## src/rtl/fifo_pkg.sv

```systemverilog
// Shared definitions for the FIFO controller family: default widths and
// pointer comparison helpers usable by both sync and async variants.
package fifo_pkg;

    localparam int unsigned FIFO_DATASIZE = 32;
    localparam int unsigned FIFO_ADDRSIZE = 6;

    // Pointers are passed zero-extended to 32 bits; only addrsize+1 bits matter.
    function automatic logic ptr_empty(input logic [31:0] wptr,
                                       input logic [31:0] rptr,
                                       input int unsigned addrsize);
        logic [31:0] mask;
        mask = (32'd1 << (addrsize + 1)) - 32'd1;
        return ((wptr ^ rptr) & mask) == '0;
    endfunction

    function automatic logic ptr_full(input logic [31:0] wptr,
                                      input logic [31:0] rptr,
                                      input int unsigned addrsize);
        logic [31:0] mask;
        mask = (32'd1 << (addrsize + 1)) - 32'd1;
        return ((wptr ^ rptr) & mask) == (32'd1 << addrsize);
    endfunction

endpackage

```

## src/rtl/fifo_ptr_cnt.sv

```systemverilog
// Wrap-bit pointer register with synchronous clear taking priority over increment.
module fifo_ptr_cnt #(
    parameter int unsigned W = 7
) (
    input  logic         clk,
    input  logic         rst,
    input  logic         clr_i,
    input  logic         inc_i,
    output logic [W-1:0] ptr_o
);

    logic [W-1:0] ptr_q;
    logic [W-1:0] ptr_d;

    always_comb begin
        ptr_d = ptr_q;
        if (clr_i) begin
            ptr_d = '0;
        end else if (inc_i) begin
            ptr_d = ptr_q + W'(1);
        end
    end

    always_ff @(posedge clk or posedge rst) begin
        if (rst) begin
            ptr_q <= '0;
        end else begin
            ptr_q <= ptr_d;
        end
    end

    assign ptr_o = ptr_q;

endmodule

```

## src/rtl/fifo_ctrl.sv

```systemverilog
// Single-clock FIFO sequencer: drives the external register-array memory and
// presents a registered first-word-fall-through output with level/threshold flags.
module fifo_ctrl
    import fifo_pkg::*;
#(
    parameter int unsigned DATASIZE = FIFO_DATASIZE,
    parameter int unsigned ADDRSIZE = FIFO_ADDRSIZE,
    parameter int unsigned AF_LEVEL = 60,
    parameter int unsigned AE_LEVEL = 4
) (
    input  logic                clk,
    input  logic                rst,
    input  logic                flush,
    input  logic                in_valid,
    output logic                in_ready,
    input  logic [DATASIZE-1:0] in_data,
    output logic [DATASIZE-1:0] mem_wdata,
    output logic [ADDRSIZE-1:0] mem_waddr,
    output logic                mem_wclken,
    output logic                mem_wfull,
    output logic [ADDRSIZE-1:0] mem_raddr,
    output logic                mem_rclken,
    output logic                mem_rempty,
    input  logic [DATASIZE-1:0] mem_rdata,
    output logic                out_valid,
    input  logic                out_ready,
    output logic [DATASIZE-1:0] out_data,
    output logic [ADDRSIZE:0]   level,
    output logic                almost_full,
    output logic                almost_empty
);

    localparam int unsigned LW = ADDRSIZE + 1;

    logic [ADDRSIZE:0]   wptr;
    logic [ADDRSIZE:0]   rptr;
    logic                mem_full;
    logic                mem_empty;
    logic                push;
    logic                load;
    logic                pop;

    logic                out_valid_q, out_valid_d;
    logic [DATASIZE-1:0] out_data_q,  out_data_d;
    logic [ADDRSIZE:0]   level_q,     level_d;
    logic                af_q,        af_d;
    logic                ae_q,        ae_d;

    assign mem_full  = ptr_full(32'(wptr), 32'(rptr), ADDRSIZE);
    assign mem_empty = ptr_empty(32'(wptr), 32'(rptr), ADDRSIZE);

    // in_ready depends only on state and flush, never on out_ready.
    assign in_ready = !mem_full && !flush;
    assign push     = in_valid && in_ready;
    assign load     = !mem_empty && (!out_valid_q || out_ready) && !flush;
    assign pop      = out_valid_q && out_ready;

    fifo_ptr_cnt #(.W(LW)) u_wptr (
        .clk   (clk),
        .rst   (rst),
        .clr_i (flush),
        .inc_i (push),
        .ptr_o (wptr)
    );

    fifo_ptr_cnt #(.W(LW)) u_rptr (
        .clk   (clk),
        .rst   (rst),
        .clr_i (flush),
        .inc_i (load),
        .ptr_o (rptr)
    );

    always_comb begin
        out_valid_d = out_valid_q;
        out_data_d  = out_data_q;
        level_d     = level_q;
        if (flush) begin
            out_valid_d = 1'b0;
            level_d     = '0;
        end else begin
            if (load) begin
                out_valid_d = 1'b1;
                out_data_d  = mem_rdata;
            end else if (pop) begin
                out_valid_d = 1'b0;
            end
            level_d = level_q + LW'(push) - LW'(pop);
        end
        // Thresholds track the next level so the flags line up with level itself.
        af_d = 32'(level_d) >= AF_LEVEL;
        ae_d = 32'(level_d) <= AE_LEVEL;
    end

    always_ff @(posedge clk or posedge rst) begin
        if (rst) begin
            out_valid_q <= 1'b0;
            out_data_q  <= '0;
            level_q     <= '0;
            af_q        <= 1'b0;
            ae_q        <= 1'b1;
        end else begin
            out_valid_q <= out_valid_d;
            out_data_q  <= out_data_d;
            level_q     <= level_d;
            af_q        <= af_d;
            ae_q        <= ae_d;
        end
    end

    assign mem_wdata    = in_data;
    assign mem_waddr    = wptr[ADDRSIZE-1:0];
    assign mem_wclken   = push;
    assign mem_wfull    = mem_full;
    assign mem_raddr    = rptr[ADDRSIZE-1:0];
    assign mem_rclken   = load;
    assign mem_rempty   = mem_empty;
    assign out_valid    = out_valid_q;
    assign out_data     = out_data_q;
    assign level        = level_q;
    assign almost_full  = af_q;
    assign almost_empty = ae_q;

endmodule

```

## config.mk

```make
export PLATFORM = sky130hd
export DESIGN_NAME = fifo_ctrl
export DESIGN_NICKNAME = d
export VERILOG_FILES = /design/src/rtl/fifo_pkg.sv /design/src/rtl/fifo_ptr_cnt.sv /design/src/rtl/fifo_ctrl.sv
export SDC_FILE = /design/constraint.sdc
export NUM_CORES = 1
export LEC_CHECK = 0
export CORE_MARGIN = 2
export CORE_UTILIZATION = 40
export CTS_CLUSTER_SIZE = 24
export DETAILED_ROUTE_END_ITERATION = 7
export PLACE_DENSITY = 0.82
export SYNTH_ARGS = -nofsm -noshare
export SYNTH_HDL_FRONTEND = slang
export SYNTH_SLANG_ARGS = --single-unit
```

## constraint.sdc

```tcl
create_clock -name clk -period 3.02 [get_ports clk]
set_input_delay 0.604 -clock clk [delete_from_list [all_inputs] [get_ports clk]]
set_output_delay 0.604 -clock clk [all_outputs]
set_load 0.02 [all_outputs]
```

Yosys cells after proc, flatten, opt, wreduce, memory -nomap -nowiden. Cells that the tools add are included.

Register bits: 56. Bits of input ports: 69. Output and inout port bits: 91. Word-level logic and storage cells: 39.

Add/subtract/negate cells: 4. $lt $le $gt $ge: 2. Equal/unequal tests: 1. Mux-type cells: 8. Bitwise operators: 2. Reduce and logical (&&, ||, !) cells: 15.

Operators with widths (number): $mux W7 (5); $logic_not A32 Y1 (1); $add A7 B1 Y7 const B (2); $add A7 B1 Y7 (1); $eq A7 B7 Y1 const B (1); $ge A7 B6 Y1 const B (1); $le A7 B3 Y1 const B (1); $sub A7 B1 Y7 (1); $xor A7 B7 Y7 (1); $logic_and A1 B1 Y1 (5); $logic_not A1 Y1 (4); $reduce_bool A2 Y1 (2); $mux W1 (3); $reduce_bool A3 Y1 (1); $reduce_and A2 Y1 (1); $logic_or A1 B1 Y1 (1); $not A1 Y1 (1).

Depth between registers and ports, before layout.
Depth in word-level cells: 9. Depth in mapped cells: 13. Gate-level depth less buffers: 13.

By module. From an unflattened synthesis, not the netlist that was laid out.

Cells, all modules: 236. Area, all modules: 2936.6 um^2.

By module, submodules not included: fifo_ctrl (instances 1, cells an instance 176, area an instance 2313.5 um^2, seq. area each 1052.3 um^2); fifo_ptr_cnt (instances 2, cells an instance 30, area an instance 311.5 um^2, seq. area each 175.2 um^2).

Worst setup path after synthesis. Ideal clock, no wire load.

Path type: input -> register. Start: input port flush. End: register ae_q, in the netlist almost_empty. Arrival time: 3.004 ns. Path slack: -0.063 ns. Cell stages on the path: 12. Buffers on the path: 3. Cells stage by stage: clkbuf_1 clkbuf_1 buf_1 nor2_1 ha_1 inv_1 fa_1 nand2b_1 a21oi_1 xor2_1 nor2_1 a41o_1.

Cells in the longest elaborated chain, start to end: 7.

RTL lines: start, declared (RTL line fifo_ctrl.sv:13) `input logic flush,`; $logic_not A1 Y1 (RTL line fifo_ctrl.sv:53) `assign in_ready = !mem_full && !flush;`; $logic_and A1 B1 Y1 (RTL line fifo_ctrl.sv:53); $logic_and A1 B1 Y1 (RTL line fifo_ctrl.sv:54) `assign push = in_valid && in_ready;`; via mem_wclken (RTL line fifo_ctrl.sv:19) `output logic mem_wclken,`; $add A7 B1 Y7 (RTL line fifo_ctrl.sv:88) `level_d = level_q + LW'(push) - LW'(pop);`; $sub A7 B1 Y7 (RTL line fifo_ctrl.sv:88); $mux W7 (RTL line fifo_ctrl.sv:78) `if (flush) begin`; $le A7 B3 Y1 (RTL line fifo_ctrl.sv:92) `ae_d = 32'(level_d) <= AE_LEVEL;`; via ae_d (RTL line fifo_ctrl.sv:47) `logic ae_q, ae_d;`; end signal, assigned (RTL line fifo_ctrl.sv:101) `ae_q <= 1'b1;`; end signal, assigned (RTL line fifo_ctrl.sv:107) `ae_q <= ae_d;`; end, declared (RTL line fifo_ctrl.sv:47).

The timed path passes the listed nets, and every way through them passes these cells. A chain may end at the register's enable or synchronous reset.

Final worst setup path.
Start: register u_rptr.ptr_q[5], in the netlist u_rptr.ptr_o[5]. End: output port mem_rempty.

Cells in the longest elaborated chain, start to end: 2.

RTL lines: start, declared (RTL line fifo_ptr_cnt.sv:12) `logic [W-1:0] ptr_q;`; start signal, assigned (RTL line fifo_ptr_cnt.sv:28) `ptr_q <= ptr_d;`; $xor A7 B7 Y7 (RTL line fifo_pkg.sv:14) `return ((wptr ^ rptr) & mask) == '0;`; $logic_not A32 Y1 (RTL line fifo_pkg.sv:14); end, declared (RTL line fifo_ctrl.sv:23) `output logic mem_rempty,`.

Every way passes these cells.

==> impl_metrics.xml <==
<?xml version="1.0" encoding="UTF-8"?>
<metrics>
  <group name="run_status">
    <metric name="outcome" unit="">completed</metric>
  </group>
  <group name="route">
    <metric name="drt-wirelength-per-cell" unit="um">15.1</metric>
    <metric name="post_drt_via_cell_ratio" unit="">4.72</metric>
    <metric name="routed_wl" unit="um">6710</metric>
    <metric name="detail_route.drc_violations" unit="">0</metric>
    <metric name="detailedRoute.firstPassIterationCount" unit="">4</metric>
    <metric name="route.antenna.remaining_nets" unit="">0</metric>
    <metric name="via_count" unit="">2101</metric>
    <metric name="first_iter_violations" unit="">81</metric>
  </group>
  <group name="sta">
    <metric name="finalSetupViolCount" unit="">0</metric>
    <metric name="fin_setup_tns" unit="ns">0</metric>
    <metric name="clock_period_minus_worst_slack" unit="ns">2.95</metric>
    <metric name="max_slew_violation_count" unit="">0</metric>
    <metric name="tightest_slew" unit="ns">0.852</metric>
    <metric name="timing.clock.skew" unit="ns">0.00919</metric>
    <metric name="report.final.hold_viol_count" unit="">0</metric>
    <metric name="fin_crit_sh" unit="%">97.8</metric>
    <metric name="relSlewSlack" unit="%">43.1</metric>
    <metric name="max_freq" unit="GHz">0.339</metric>
    <metric name="final.hold.worst_slack" unit="ns">0.513</metric>
  </group>
  <group name="placed_design">
    <metric name="post-dp-hpwl" unit="um">4930</metric>
    <metric name="final_weighted_congestion_in_routability_driven_placement" unit="">0.804</metric>
    <metric name="port_buffers" unit="">95</metric>
    <metric name="numPlacedInstances" unit="">430</metric>
  </group>
  <group name="global_route">
    <metric name="globalRouteOverflowTotal" unit="">0</metric>
    <metric name="first_pass_grt_wire_length" unit="um">10300</metric>
    <metric name="grt_start_max_net_pins" unit="">42</metric>
    <metric name="groute.usage.overall" unit="%">14.9</metric>
    <metric name="number_of_global_route_vias_before_repair" unit="">2110</metric>
    <metric name="number_of_antenna_violations_at_the_first_check_in_global_routing" unit="">0</metric>
  </group>
  <group name="synthesis">
    <metric name="dominantRegCellSynth" unit="">sky130_fd_sc_hd__dfrtp_1</metric>
    <metric name="syn_area" unit="sq mm">0.00315</metric>
    <metric name="ys.warnings.count" unit="">0</metric>
    <metric name="yosysUniqueCellTypes" unit="">42</metric>
    <metric name="asyncSetResetFlopFracSynth" unit="%">100</metric>
    <metric name="synth_nets" unit="">350</metric>
    <metric name="syn_avg_cell_area" unit="sq um">11.6</metric>
    <metric name="count_of_flip_flops_with_a_built_in_enable_after_synthesis" unit="">0</metric>
    <metric name="register_bit_total_from_synthesis" unit="">56</metric>
    <metric name="netlist_instances" unit="">271</metric>
    <metric name="synth.yosys.seq_area_share" unit="%">44.6</metric>
  </group>
  <group name="clock_network">
    <metric name="cts_max_level" unit="">2</metric>
    <metric name="worstSkewPairLatency" unit="ns">0.31</metric>
    <metric name="cts_max_path_buffers" unit="">2</metric>
    <metric name="clk_root_buffer_cell" unit="">sky130_fd_sc_hd__clkbuf_8</metric>
    <metric name="cts_buffers" unit="">5</metric>
    <metric name="cts_tree" unit="">yes</metric>
    <metric name="clock_sinks" unit="">56</metric>
    <metric name="cts.clk_slew.worst_paths" unit="ns">0.11</metric>
  </group>
  <group name="floorplan">
    <metric name="fp-row-count" unit="">32</metric>
    <metric name="floorplan.die_area" unit="sq mm">0.00859</metric>
    <metric name="chipHeight" unit="um">92.7</metric>
    <metric name="floorplan.initialDensity" unit="%">40.9</metric>
    <metric name="floorplan.core_area" unit="sq mm">0.00769</metric>
    <metric name="top_level_ports" unit="">160</metric>
    <metric name="dieWidth" unit="um">92.7</metric>
  </group>
  <group name="setup_path">
    <metric name="required" unit="ns">2.42</metric>
    <metric name="setup.worst_path.start" unit="">u_rptr.ptr_o[5]</metric>
    <metric name="start_kind" unit="">register</metric>
    <metric name="timing.rr.start" unit="">u_rptr.ptr_o[5]</metric>
    <metric name="worstPathArrival" unit="ns">2.35</metric>
    <metric name="timing.setup.critical_path_class" unit="">reg2out</metric>
    <metric name="worst-path-max-fanout" unit="">14</metric>
    <metric name="crit_path_end_kind" unit="">primary output</metric>
  </group>
  <group name="final_layout">
    <metric name="layout-area-overhead-vs-synth" unit="%">32.0</metric>
    <metric name="final_layout_size_suffix_gt1_share" unit="%">25.4</metric>
    <metric name="postLayoutCoreUtil" unit="%">54.0</metric>
    <metric name="design.final.nets" unit="">421</metric>
    <metric name="insertedDiodeCount" unit="">0</metric>
    <metric name="stdcell_count" unit="">445</metric>
    <metric name="mostFrequentLayoutCell" unit="">sky130_fd_sc_hd__clkdlybuf4s50_1</metric>
    <metric name="layout_common_cells" unit="">sky130_fd_sc_hd__clkdlybuf4s50_1 (94), sky130_fd_sc_hd__dfrtp_1 (50), sky130_fd_sc_hd__mux2_4 (29), sky130_fd_sc_hd__buf_4 (22), sky130_fd_sc_hd__nor2_1 (18)</metric>
    <metric name="layout.filler_cells" unit="">666</metric>
  </group>
  <group name="power_and_ir_drop">
    <metric name="power_leakage" unit="uW">0.00189</metric>
    <metric name="peakVddDrop" unit="uV">457</metric>
    <metric name="report.power.total" unit="uW">4130</metric>
    <metric name="power_density" unit="mW/mm^2">995</metric>
  </group>
  <group name="job">
    <metric name="max-cap-violations" unit="">0</metric>
  </group>
  <group name="worst_hold_path">
    <metric name="min-delay-path-class" unit="">reg2reg</metric>
    <metric name="hold_start" unit="">out_data[29]</metric>
  </group>
</metrics>
## synthesized netlist by cell type, types with 5 or more instances
cell type	n	share of area, %
sky130_fd_sc_hd__xor2_1	10	2.8
sky130_fd_sc_hd__ha_1	9	3.6
sky130_fd_sc_hd__nor2_1	19	2.3
sky130_fd_sc_hd__buf_4	44	11
sky130_fd_sc_hd__xnor2_1	6	1.7
sky130_fd_sc_hd__mux2_4	29	14
sky130_fd_sc_hd__inv_1	13	1.6
sky130_fd_sc_hd__nand2b_1	7	1.4
sky130_fd_sc_hd__mux2_2	6	2.1
sky130_fd_sc_hd__o21ai_0	5	0.80
sky130_fd_sc_hd__nand3_1	6	0.95
sky130_fd_sc_hd__nor2b_1	8	1.6
sky130_fd_sc_hd__a21oi_1	11	1.8
sky130_fd_sc_hd__dfrtp_1	55	44
## flip-flops by register name, indices dropped and copies added, names as in the netlist
signal	cells
almost_full	1
u_rptr.ptr_o	7
out_data	32
level	7
u_wptr.ptr_o	7
out_valid	1
almost_empty	1
## per-stage QoR
stage | worst slack [ns] | cell area [sq um]
after floorplan | 0.0452 | 3150
after global placement | -0.00417 | 3920
after detailed placement | -0.0722 | 3920
after CTS | 0.00325 | 4030
after global routing | -0.0112 | 4150
final | 0.0672 | 4150
## area by class of cell
type / instances / area [sq um] / share of cell area (%)
sequential: 56 / 1410 / 33.9
multi-input combinational: 149 / 1360 / 32.7
timing repair buffer: 117 / 1110 / 26.8
tap: 102 / 128 / 3.07
clock buffer: 5 / 68.8 / 1.66
inverter: 13 / 48.8 / 1.18
clock inverter: 3 / 25.0 / 0.603
## logic make-up (layout without fill, tap and decap cells)
logic type	count (synthesis)	count (layout)	share of synthesized area, %
buffers and inverters	66	138	14.8
and+or+nand+nor	58	58	9.94
DFF	56	56	44.6
muxes	36	36	16.3
AOI/OAI and AO/OA	29	29	5.69
xor gates and xnor gates	16	16	4.45
adders and majority gates	10	10	4.22
## final timing paths
| kind | depth (start not counted) | slack (ns) | end |
|---|---|---|---|
| max | 5 | 0.07 | mem_rempty |
| min reg2reg | 1 | 0.51 | out_data[29] |
| min | 1 | 0.51 | out_data[29] |
| max reg2reg | 13 | 0.14 | almost_empty |
| min in group asynchronous | 2 | 0.77 | out_data[16] |
| max in group asynchronous | 3 | 1.55 | u_rptr.ptr_o[2] |
## timing repair
action	CTS	global route
pin swaps	1	5
endpoints found under the setup margin	4	6
cloned	0	0
hold buffers	0	0
setup buffers	0	7
resized for setup	3	16
## report_power, final
part | switching, uW | internal (uW)
Clock | 261 | 170
Sequential | 179 | 1050
Combinational | 1160 | 1310
Total | 1600 | 2530
## layer usage
metal	vias to the layer above	global-route usage [%]	wire length [um]
met3	14	3.09	361
li1	1002	-	-
met5	-	0	0
met1	1025	19.3	2820
met2	60	24.8	3440
met4	0	5.15	91
## critical path: stages, from the launching register on
cell,delay (ns)
sky130_fd_sc_hd__dfrtp_1,0.43
sky130_fd_sc_hd__xor2_2,0.20
sky130_fd_sc_hd__nor4_4,0.36
sky130_fd_sc_hd__and3b_1,0.24
sky130_fd_sc_hd__buf_4,0.20
sky130_fd_sc_hd__clkdlybuf4s50_1,0.62
Power figures use the tool's default switching activity.
